## src/rtl/serial_add_sub_if.sv

```systemverilog
// rtl/serial_add_sub_if.sv - request/result signal bundle for the bit-serial adder/subtractor
interface serial_add_sub_if #(
  parameter int WIDTH = 8
);
  logic             start;
  logic             sub;
  logic [WIDTH-1:0] a;
  logic [WIDTH-1:0] b;
  logic             cy_in;
  logic             busy;
  logic             done;
  logic [WIDTH-1:0] sum;
  logic             cy_out;
  logic             ovf;

  modport master (
    output start, sub, a, b, cy_in,
    input  busy, done, sum, cy_out, ovf
  );

  modport slave (
    input  start, sub, a, b, cy_in,
    output busy, done, sum, cy_out, ovf
  );
endinterface

```

## src/rtl/serial_add_sub.sv

```systemverilog
// rtl/serial_add_sub.sv - bit-serial WIDTH-bit adder/subtractor, one bit per clock, LSB first
module serial_add_sub #(
  parameter int WIDTH = 8
) (
  input logic             clk,
  input logic             reset,
  serial_add_sub_if.slave bus
);

  localparam int CW = (WIDTH > 1) ? $clog2(WIDTH) : 1;
  localparam logic [CW-1:0] LAST = CW'(WIDTH - 1);

  typedef enum logic [1:0] {
    IDLE = 2'd0,
    RUN  = 2'd1,
    DONE = 2'd2
  } state_t;

  state_t           state;
  state_t           state_nxt;
  logic             accept;
  logic             last_bit;

  logic [WIDTH-1:0] op_a;
  logic [WIDTH-1:0] op_b;
  logic             carry;
  logic [CW-1:0]    cnt;
  logic [WIDTH-1:0] res;

  logic             busy_q;
  logic             done_q;
  logic [WIDTH-1:0] sum_q;
  logic             cy_out_q;
  logic             ovf_q;

  // The single full-adder cell: operands shift right so bit 0 is always the current bit.
  logic s_bit;
  logic c_nxt;
  assign s_bit = op_a[0] ^ op_b[0] ^ carry;
  assign c_nxt = (op_a[0] & op_b[0]) | (op_a[0] & carry) | (op_b[0] & carry);

  // State register.
  always_ff @(posedge clk) begin
    if (reset) begin
      state <= IDLE;
    end else begin
      state <= state_nxt;
    end
  end

  // Next state; start is only honoured in IDLE and DONE, never while running.
  always_comb begin
    state_nxt = state;
    accept    = 1'b0;
    last_bit  = 1'b0;
    case (state)
      IDLE: begin
        if (bus.start) begin
          state_nxt = RUN;
          accept    = 1'b1;
        end
      end
      RUN: begin
        if (cnt == LAST) begin
          state_nxt = DONE;
          last_bit  = 1'b1;
        end
      end
      DONE: begin
        if (bus.start) begin
          state_nxt = RUN;
          accept    = 1'b1;
        end else begin
          state_nxt = IDLE;
        end
      end
      default: state_nxt = IDLE;
    endcase
  end

  // Operand capture, per-bit shift/carry update and result publication on the last bit.
  always_ff @(posedge clk) begin
    if (reset) begin
      op_a     <= '0;
      op_b     <= '0;
      carry    <= 1'b0;
      cnt      <= '0;
      res      <= '0;
      busy_q   <= 1'b0;
      done_q   <= 1'b0;
      sum_q    <= '0;
      cy_out_q <= 1'b0;
      ovf_q    <= 1'b0;
    end else begin
      busy_q <= (state_nxt == RUN);
      done_q <= (state_nxt == DONE);
      if (accept) begin
        // Subtract is a + ~b + 1, so the mode lives entirely in op_b and the initial carry.
        op_a  <= bus.a;
        op_b  <= bus.sub ? ~bus.b : bus.b;
        carry <= bus.sub ? 1'b1 : bus.cy_in;
        cnt   <= '0;
      end else if (state == RUN) begin
        op_a  <= op_a >> 1;
        op_b  <= op_b >> 1;
        carry <= c_nxt;
        res   <= {s_bit, res[WIDTH-1:1]};
        if (!last_bit) begin
          cnt <= cnt + CW'(1);
        end
        if (last_bit) begin
          // carry currently holds the carry into the MSB.
          sum_q    <= {s_bit, res[WIDTH-1:1]};
          cy_out_q <= c_nxt;
          ovf_q    <= carry ^ c_nxt;
        end
      end
    end
  end

  assign bus.busy   = busy_q;
  assign bus.done   = done_q;
  assign bus.sum    = sum_q;
  assign bus.cy_out = cy_out_q;
  assign bus.ovf    = ovf_q;

endmodule

```

## src/flat_wrapper.sv

```systemverilog
// flat-port wrapper written by rule: the top's interface ports become plain ports
module serial_add_sub_flat 
#(
  parameter int WIDTH = 8
)
  (clk, reset, bus_start, bus_sub, bus_a, bus_b, bus_cy_in, bus_busy, bus_done, bus_sum, bus_cy_out, bus_ovf);
  serial_add_sub_if #(.WIDTH(WIDTH)) bus_i ();
  input logic clk;
  input logic reset;
  input wire logic [$bits(bus_i.start)-1:0] bus_start;
  input wire logic [$bits(bus_i.sub)-1:0] bus_sub;
  input wire logic [$bits(bus_i.a)-1:0] bus_a;
  input wire logic [$bits(bus_i.b)-1:0] bus_b;
  input wire logic [$bits(bus_i.cy_in)-1:0] bus_cy_in;
  output wire logic [$bits(bus_i.busy)-1:0] bus_busy;
  output wire logic [$bits(bus_i.done)-1:0] bus_done;
  output wire logic [$bits(bus_i.sum)-1:0] bus_sum;
  output wire logic [$bits(bus_i.cy_out)-1:0] bus_cy_out;
  output wire logic [$bits(bus_i.ovf)-1:0] bus_ovf;
  assign bus_i.start = bus_start;
  assign bus_i.sub = bus_sub;
  assign bus_i.a = bus_a;
  assign bus_i.b = bus_b;
  assign bus_i.cy_in = bus_cy_in;
  assign bus_busy = bus_i.busy;
  assign bus_done = bus_i.done;
  assign bus_sum = bus_i.sum;
  assign bus_cy_out = bus_i.cy_out;
  assign bus_ovf = bus_i.ovf;
  serial_add_sub #(.WIDTH(WIDTH)) u_core (.clk(clk), .reset(reset), .bus(bus_i));
endmodule
```

## config.mk

```make
export PLATFORM = sky130hd
export DESIGN_NAME = serial_add_sub_flat
export DESIGN_NICKNAME = d
export VERILOG_FILES = /design/src/rtl/serial_add_sub_if.sv /design/src/rtl/serial_add_sub.sv /design/src/flat_wrapper.sv
export SDC_FILE = /design/constraint.sdc
export NUM_CORES = 1
export LEC_CHECK = 0
export ABC_AREA = 0
export BUFFER_PORTS_ARGS = -buffer_cell sky130_fd_sc_hd__buf_2
export CORE_MARGIN = 3
export CORE_UTILIZATION = 45
export DETAILED_ROUTE_END_ITERATION = 6
export MAX_ROUTING_LAYER = met4
export PLACE_DENSITY = 0.78
export SETUP_SLACK_MARGIN = 0.05
export SLEW_MARGIN = 40
export SYNTH_ARGS = -nofsm -noshare
export SYNTH_HDL_FRONTEND = slang
export SYNTH_SLANG_ARGS = --single-unit
```

## constraint.sdc

```tcl
create_clock -name clk -period 2.9 [get_ports clk]
set_input_delay 0.435 -clock clk [delete_from_list [all_inputs] [get_ports clk]]
set_output_delay 0.435 -clock clk [all_outputs]
set_load 0.05 [all_outputs]
```

==> results.sh, run 1 <==
export IMPL_outcome="finished, final reports clean"
export IMPL_reg2reg_from="u_core.state[0]"
export IMPL_drv_slew=0
export IMPL_fillers=354
export IMPL_gp_congestion=0.748
export IMPL_synth_area_per_cell_sq_um=8.84
export IMPL_ys_warn_count=0
export IMPL_cts_tree="yes"
export IMPL_layout_drive_gt1_share_pct=21.8
export IMPL_num_antenna_cells=0
export IMPL_fp_dieW_um=67.2
export IMPL_coreArea_sq_mm=0.00347
export IMPL_finalClockSkew_ps=6.48
export IMPL_synthFlopType="dfxtp_1"
export IMPL_setup_viol=0
export IMPL_io_buffers=32
export IMPL_synth_area_leaders="dfxtp_1 49%, nand2_1 8.9%, a21oi_1 7.4%"
export IMPL_synth_nets=215
export IMPL_synth_cell_type_count=31
export IMPL_synth_edf_count=0
export IMPL_period_minus_slack_ps=1540
export IMPL_ant_nets=0
export IMPL_rrSetupSlack_ps=1360
export IMPL_period_share_pct=53.0
export IMPL_final_nets=239
export IMPL_cap_viol_max_count=0
export IMPL_netlist_area_sq_mm=0.00169
export IMPL_maxSlewHeadroom_pct=49.7
export IMPL_dp_cells=254
export IMPL_drc=0
export IMPL_power_density_mw_per_mm2=576
export IMPL_hold_class="primary input to flip-flop"
export IMPL_ios=33
export IMPL_clockRootBuffer="clkbuf_8"
export IMPL_peakVddDrop_v=0.000360
export IMPL_ctsHoldBuffers=0
export IMPL_grt_max_degree=42
export IMPL_h_tree_depth=2
export IMPL_wl_met3_um=187
export IMPL_rsz0062_at_grt="false"
export IMPL_via_count=1374
export IMPL_cp_startpoint="u_core.state[0]"
export IMPL_synthMostInstantiatedCell="dfxtp_1"
export IMPL_grt_pass1_wl_mm=5.25
export IMPL_synth_commonest_cells="41 x dfxtp_1, 40 x nand2_1, 25 x a21oi_1"
export IMPL_via_per_inst=5.24
export IMPL_netlist_area_leader_share_pct=48.6
export IMPL_wl_met1_mm=1.44
export IMPL_post_drt_wl_per_cell_um=12.0
export IMPL_cp_max_fo=19
export IMPL_top_layer="met4"
export IMPL_syn2layout_area_growth_pct=13.7
export IMPL_endpoint="u_core.op_a[2]"
export IMPL_final_cells=262
export IMPL_start_kind="flip-flop"
export IMPL_tightest_slew_ps=754
export IMPL_total_leakage_power_uw=0.000755
export IMPL_async_flop_share_pct=0
export IMPL_initial_core_util_pct=48.7
export IMPL_die_h_um=67.2
export IMPL_cts_sinks=41
export IMPL_critical_path_required_ps=3110
export IMPL_r2r_cells=3
export IMPL_final_util_pct=55.3
export IMPL_clk_path_buf_depth=2
export IMPL_end_kind="flip-flop"
export IMPL_yosysTopAreaCell="dfxtp_1"
export IMPL_grt_overflow=0
export IMPL_critical_path_arrival_ps=1740
export IMPL_ctsResizeCount=0
export IMPL_yosysSeqAreaShare_pct=48.6
export IMPL_routed_wl_met2_mm=1.50
export IMPL_ys_ff_latch=41
export IMPL_clk_pin_slew_ps=80
export IMPL_drtIter0Drc=77
export IMPL_dieArea_sq_mm=0.00452
export IMPL_r2r_end="u_core.op_a[2]"
export IMPL_wl_mm=3.16
export IMPL_dpl_hpwl_mm=2.06
export IMPL_hold_violations=0
export IMPL_num_rows=21
export IMPL_worstSetupPathType="flip-flop to flip-flop"
export IMPL_synthCells=191
export IMPL_cts_buffers=5
export IMPL_post_cts_buffers=0
export IMPL_grt_usage_pct=15.8
export IMPL_max_freq_mhz=650
export IMPL_fin_setup_tns_ps=0
export IMPL_grt_pass1_vias=1212
export IMPL_worst_skew_pair_late_latency_ps=280
export IMPL_drtPass1Iterations=4
export IMPL_antenna_found_initial=0
## worst min path at each step
stage                     depth (start not counted)         startpoint  slack, ps                end
after floorplan                                   2      u_core.res[1]        430  u_core.bus.sum[0]
after global placement                            2  u_core.bus.sum[0]        440  u_core.bus.sum[0]
after detailed placement                          2  u_core.bus.sum[7]        440  u_core.bus.sum[7]
after CTS                                         3           bus_a[6]        420     u_core.op_a[6]
after global routing                              3           bus_a[6]        430     u_core.op_a[6]
final                                             3           bus_a[6]        430     u_core.op_a[6]
## cells in the final DEF (no fill, tap or decap), drive strengths merged
cell type,Yosys,routed
a211oi,1,1
a21oi,25,25
a22oi,8,8
a311oi,3,3
a31oi,1,1
and2b,1,1
and3b,1,1
buf,11,33
clkbuf,5,6
clkinv,0,2
dfxtp,41,41
fa,1,1
ha,2,2
mux2i,3,3
nand2,40,40
nand2b,2,2
nand3,10,10
nand3b,1,1
nor2,9,9
nor2b,1,1
nor3,10,10
nor3b,1,1
o21ai,1,1
o22ai,3,3
xnor2,2,2
xor2,8,8
## flip-flops by register name, summed over array words and instances (netlist names)
register / flops
u_core.cnt: 3
u_core.res: 7
u_core.bus.sum: 8
u_core.bus.done: 1
u_core.op_b: 8
u_core.bus.ovf: 1
u_core.bus.busy: 1
u_core.bus.cy_out: 1
u_core.carry: 1
u_core.op_a: 8
u_core.state: 2
## cells by family after synthesis
family                     synth area share, %
DFF                                       48.6
AOI/OAI and AO/OA                         14.8
buffers and inverters                     5.34
xor gates and xnor gates                  5.19
and+or+nand+nor                           21.6
muxes                                     1.78
adders and majority gates                 2.67
## cell type report
cell class | instances | area (sq um) | share of cell area, %
Clock inverter | 2 | 13.8 | 0.717
Clock buffer | 6 | 82.6 | 4.30
Tap cell | 46 | 57.6 | 3.00
Multi-Input combinational cell | 134 | 777 | 40.5
Sequential cell | 41 | 821 | 42.8
Timing Repair Buffer | 33 | 168 | 8.74
## layer usage
layer	track usage [%]	vias up
met4	5.32	0
met1	19.4	631
met5	-	-
met2	24.4	41
met3	4.99	4
li1	-	698
## critical path, stage by stage, from the launching register on
cell      delay, ps
dfxtp_1         450
nand2b_1        630
o22ai_1         190
nor3_1          190
## where the power goes
group          leakage (uW)  internal [uW]  switching [uW]
Sequential         0.000334            588            15.6
Clock             0.0000512            193             184
Combinational      0.000370           49.7            74.9
## through the flow
stage,worst slack [ps],total power [uW],cell area [sq um],hold slack [ps]
final,1360,1110,1920,430
after global routing,1230,1160,1920,430
after CTS,1370,1120,1920,423
after detailed placement,1370,742,1820,443
after global placement,1410,738,1820,440
after floorplan,1520,715,1690,432
Note: power is estimated with default switching activity, not from simulation.
==> run 2: changes to the inputs <==
--- a/config.mk
+++ b/config.mk
@@ -5,13 +5,13 @@
 export SDC_FILE = /design/constraint.sdc
 export NUM_CORES = 1
 export LEC_CHECK = 0
-export ABC_AREA = 0
+export ABC_AREA = 1
 export BUFFER_PORTS_ARGS = -buffer_cell sky130_fd_sc_hd__buf_2
 export CORE_MARGIN = 3
 export CORE_UTILIZATION = 45
 export DETAILED_ROUTE_END_ITERATION = 6
 export MAX_ROUTING_LAYER = met4
-export PLACE_DENSITY = 0.78
+export PLACE_DENSITY = 0.77
 export SETUP_SLACK_MARGIN = 0.05
 export SLEW_MARGIN = 40
 export SYNTH_ARGS = -nofsm -noshare
==> constraint.sdc (replaced) <==
create_clock -name clk -period 1.5 [get_ports clk]
set_input_delay 0.225 -clock clk [delete_from_list [all_inputs] [get_ports clk]]
set_output_delay 0.225 -clock clk [all_outputs]
set_load 0.05 [all_outputs]
==> run 2 against run 1 <==
Effect of this change: count of clock-buffer cells in the layout decreased by 1; sequential cell count stayed put; synthesized area increased by 16%; critical endpoint is now u_core.carry; largest cell class is now multi-input combinational cells; design area rose by 17%; synthesized cell count up 32%; die area is 15% higher; routed wire length rose by 22%.
==> results.sh, run 2 <==
export IMPL_worst_skew_pair_late_latency_ps=300
export IMPL_max_freq_mhz=765
export IMPL_fin_setup_tns_ps=0
export IMPL_finalClockSkew_ps=8.72
export IMPL_period_minus_slack_ps=1310
export IMPL_synth_area_leaders="dfxtp_1 42%, nand2_1 9.9%, nor2_1 6.7%"
export IMPL_period_share_pct=87.1
export IMPL_start_kind="flip-flop"
export IMPL_ctsHoldBuffers=0
export IMPL_synthFlopType="dfxtp_1"
export IMPL_post_drt_wl_per_cell_um=11.4
export IMPL_cts_sinks=41
export IMPL_cp_startpoint="u_core.carry"
export IMPL_tightest_slew_ps=433
export IMPL_synth_nets=276
export IMPL_cp_max_fo=3
export IMPL_finalWorstSetupSlack_ps=194
export IMPL_synth_compound_area_share_pct=10.5
export IMPL_ctsResizeCount=0
export IMPL_synth_area_per_cell_sq_um=7.79
export IMPL_hold_class="primary input to flip-flop"
export IMPL_netlist_area_sq_mm=0.00196
export IMPL_yosysTopAreaCell="dfxtp_1"
export IMPL_rsz0062_at_grt="false"
export IMPL_end_kind="flip-flop"
export IMPL_grt_max_degree=29
export IMPL_worstHoldStart="bus_a[7]"
export IMPL_gp_congestion=0.802
export IMPL_layout_drive_gt1_share_pct=27.9
export IMPL_grt_overflow=0
export IMPL_maxSlewHeadroom_pct=71.1
export IMPL_h_tree_depth=2
export IMPL_initial_core_util_pct=47.7
export IMPL_cts_tree="yes"
export IMPL_grt_pass1_vias=1552
export IMPL_synthMostInstantiatedCell="nand2_1"
export IMPL_ys_ff_latch=41
export IMPL_dpl_worst_slack_ps=195
export IMPL_outcome="finished, final reports clean"
export IMPL_io_buffers=32
export IMPL_dieArea_sq_mm=0.00519
export IMPL_cap_viol_max_count=0
export IMPL_synth_top_family_by_area="simple AND/OR/NAND/NOR gates"
export IMPL_peakVddDrop_v=0.000394
export IMPL_fillers=402
export IMPL_grt_usage_pct=16.8
export IMPL_final_common_cell="nand2_1"
export IMPL_via_count=1647
export IMPL_wl_mm=3.85
export IMPL_synthAdderAreaFrac_pct=2.30
export IMPL_synth_cell_type_count=29
export IMPL_synth_area_mux_share_pct=0
export IMPL_drtIter0Drc=46
export IMPL_reg2reg_from="u_core.carry"
export IMPL_synthCells=252
export IMPL_async_flop_share_pct=0
export IMPL_final_nets=310
export IMPL_final_cell_mix="52 x nand2_1, 41 x dfxtp_1, 35 x nor2_1"
export IMPL_via_per_inst=4.89
export IMPL_clk_pin_slew_ps=80
export IMPL_post_cts_buffers=0
export IMPL_num_antenna_cells=0
export IMPL_clockRootBuffer="clkbuf_8"
export IMPL_fp_dieW_um=72.0
export IMPL_drv_slew=0
export IMPL_netlist_area_leader_share_pct=41.8
export IMPL_ios=33
export IMPL_total_leakage_power_uw=0.00108
export IMPL_grt_pass1_wl_mm=6.70
export IMPL_worstSetupPathType="flip-flop to flip-flop"
export IMPL_ys_warn_count=0
export IMPL_yosys_area_share_simple_pct=34.8
export IMPL_dp_cells=329
export IMPL_multi_input_area_sq_um=942
export IMPL_critical_path_arrival_ps=1490
export IMPL_yosysSeqAreaShare_pct=41.8
export IMPL_ant_nets=0
export IMPL_synth_commonest_cells="52 x nand2_1, 41 x dfxtp_1, 35 x nor2_1"
export IMPL_cts_buffers=5
export IMPL_final_area_sq_mm=0.00224
export IMPL_seq_area_sq_um=821
export IMPL_die_h_um=72.0
export IMPL_final_cells=337
export IMPL_synth_xor_area_share_pct=0.446
export IMPL_power_density_mw_per_mm2=1090
export IMPL_critical_path_required_ps=1680
export IMPL_dpl_hpwl_mm=2.79
export IMPL_syn2layout_area_growth_pct=14.3
export IMPL_hold_violations=0
export IMPL_total_power_uw=2450
export IMPL_coreArea_sq_mm=0.00412
export IMPL_antenna_found_initial=0
export IMPL_clk_path_buf_depth=2
export IMPL_drtPass1Iterations=4
export IMPL_setup_viol=0
export IMPL_synth_edf_count=0
export IMPL_place_area_sq_mm=0.00213
export IMPL_drc=0
export IMPL_num_rows=23
==> run 2: cell count changes after synthesis, moves of 8 or more <==
cell     before  now
a21oi_1      25    9
a22oi_1       8    0
inv_1         0   20
nand2_1      40   52
nand3_1      10   26
nand3_2       0    8
nor2_1        9   35
o21ai_0       1   14
==> run 2: critical path, stage by stage (launching register included) <==
cell and delay, ps:
dfxtp_1 350, fa_1 510, nand2_2 110, nand2_2 50, nor2_1 120, nor2_1 60
==> run 2: power by group <==
| part | leakage (uW) | switching (uW) | internal [uW] | total [uW] |
|---|---|---|---|---|
| clock network | 0.0000543 | 403 | 498 | 900 |
| registers | 0.000336 | 42.4 | 1160 | 1200 |
| logic | 0.000694 | 218 | 136 | 354 |
==> run 2: final timing paths <==
kind | endpoint | slack (ps) | cells past startpoint
setup / recovery | u_core.carry | 190 | 5
hold / removal | u_core.op_a[7] | 180 | 3
setup reg to reg | u_core.carry | 190 | 5
hold reg to reg | u_core.bus.sum[4] | 470 | 2
==> run 2: kinds of logic (layout without fill, tap and decap cells) <==
kind of cell,Yosys count,after routing
xor gates and xnor gates,1,1
and+or+nand+nor,136,136
adders and majority gates,3,3
DFF,41,41
buffers and inverters,36,71
AOI/OAI and AO/OA,35,35
==> run 2: cell type report <==
class	count	area share, %
multi-input combinational	175	42.0
sequential	41	36.6
timing repair buffer	38	9.15
inverter	25	4.30
clock buffer	5	3.07
tap	50	2.79
clock inverter	3	2.06
==> run 2: metal layers <==
metal / GRT usage, % / wire, um / up-vias
li1: - / - / 871
met1: 19.5 / 1760 / 726
met2: 27.4 / 1820 / 43
met3: 4.57 / 197 / 7
met4: 7.10 / 65 / 0
met5: - / 0 / -
==> run 2: stage by stage <==
stage | utilization [%] | hold WS [ps]
floorplan | - | 294
global placement | 51.7 | 449
detailed placement | 51.7 | 449
CTS | 54.5 | 165
global route | 54.5 | 185
finish | 54.5 | 178
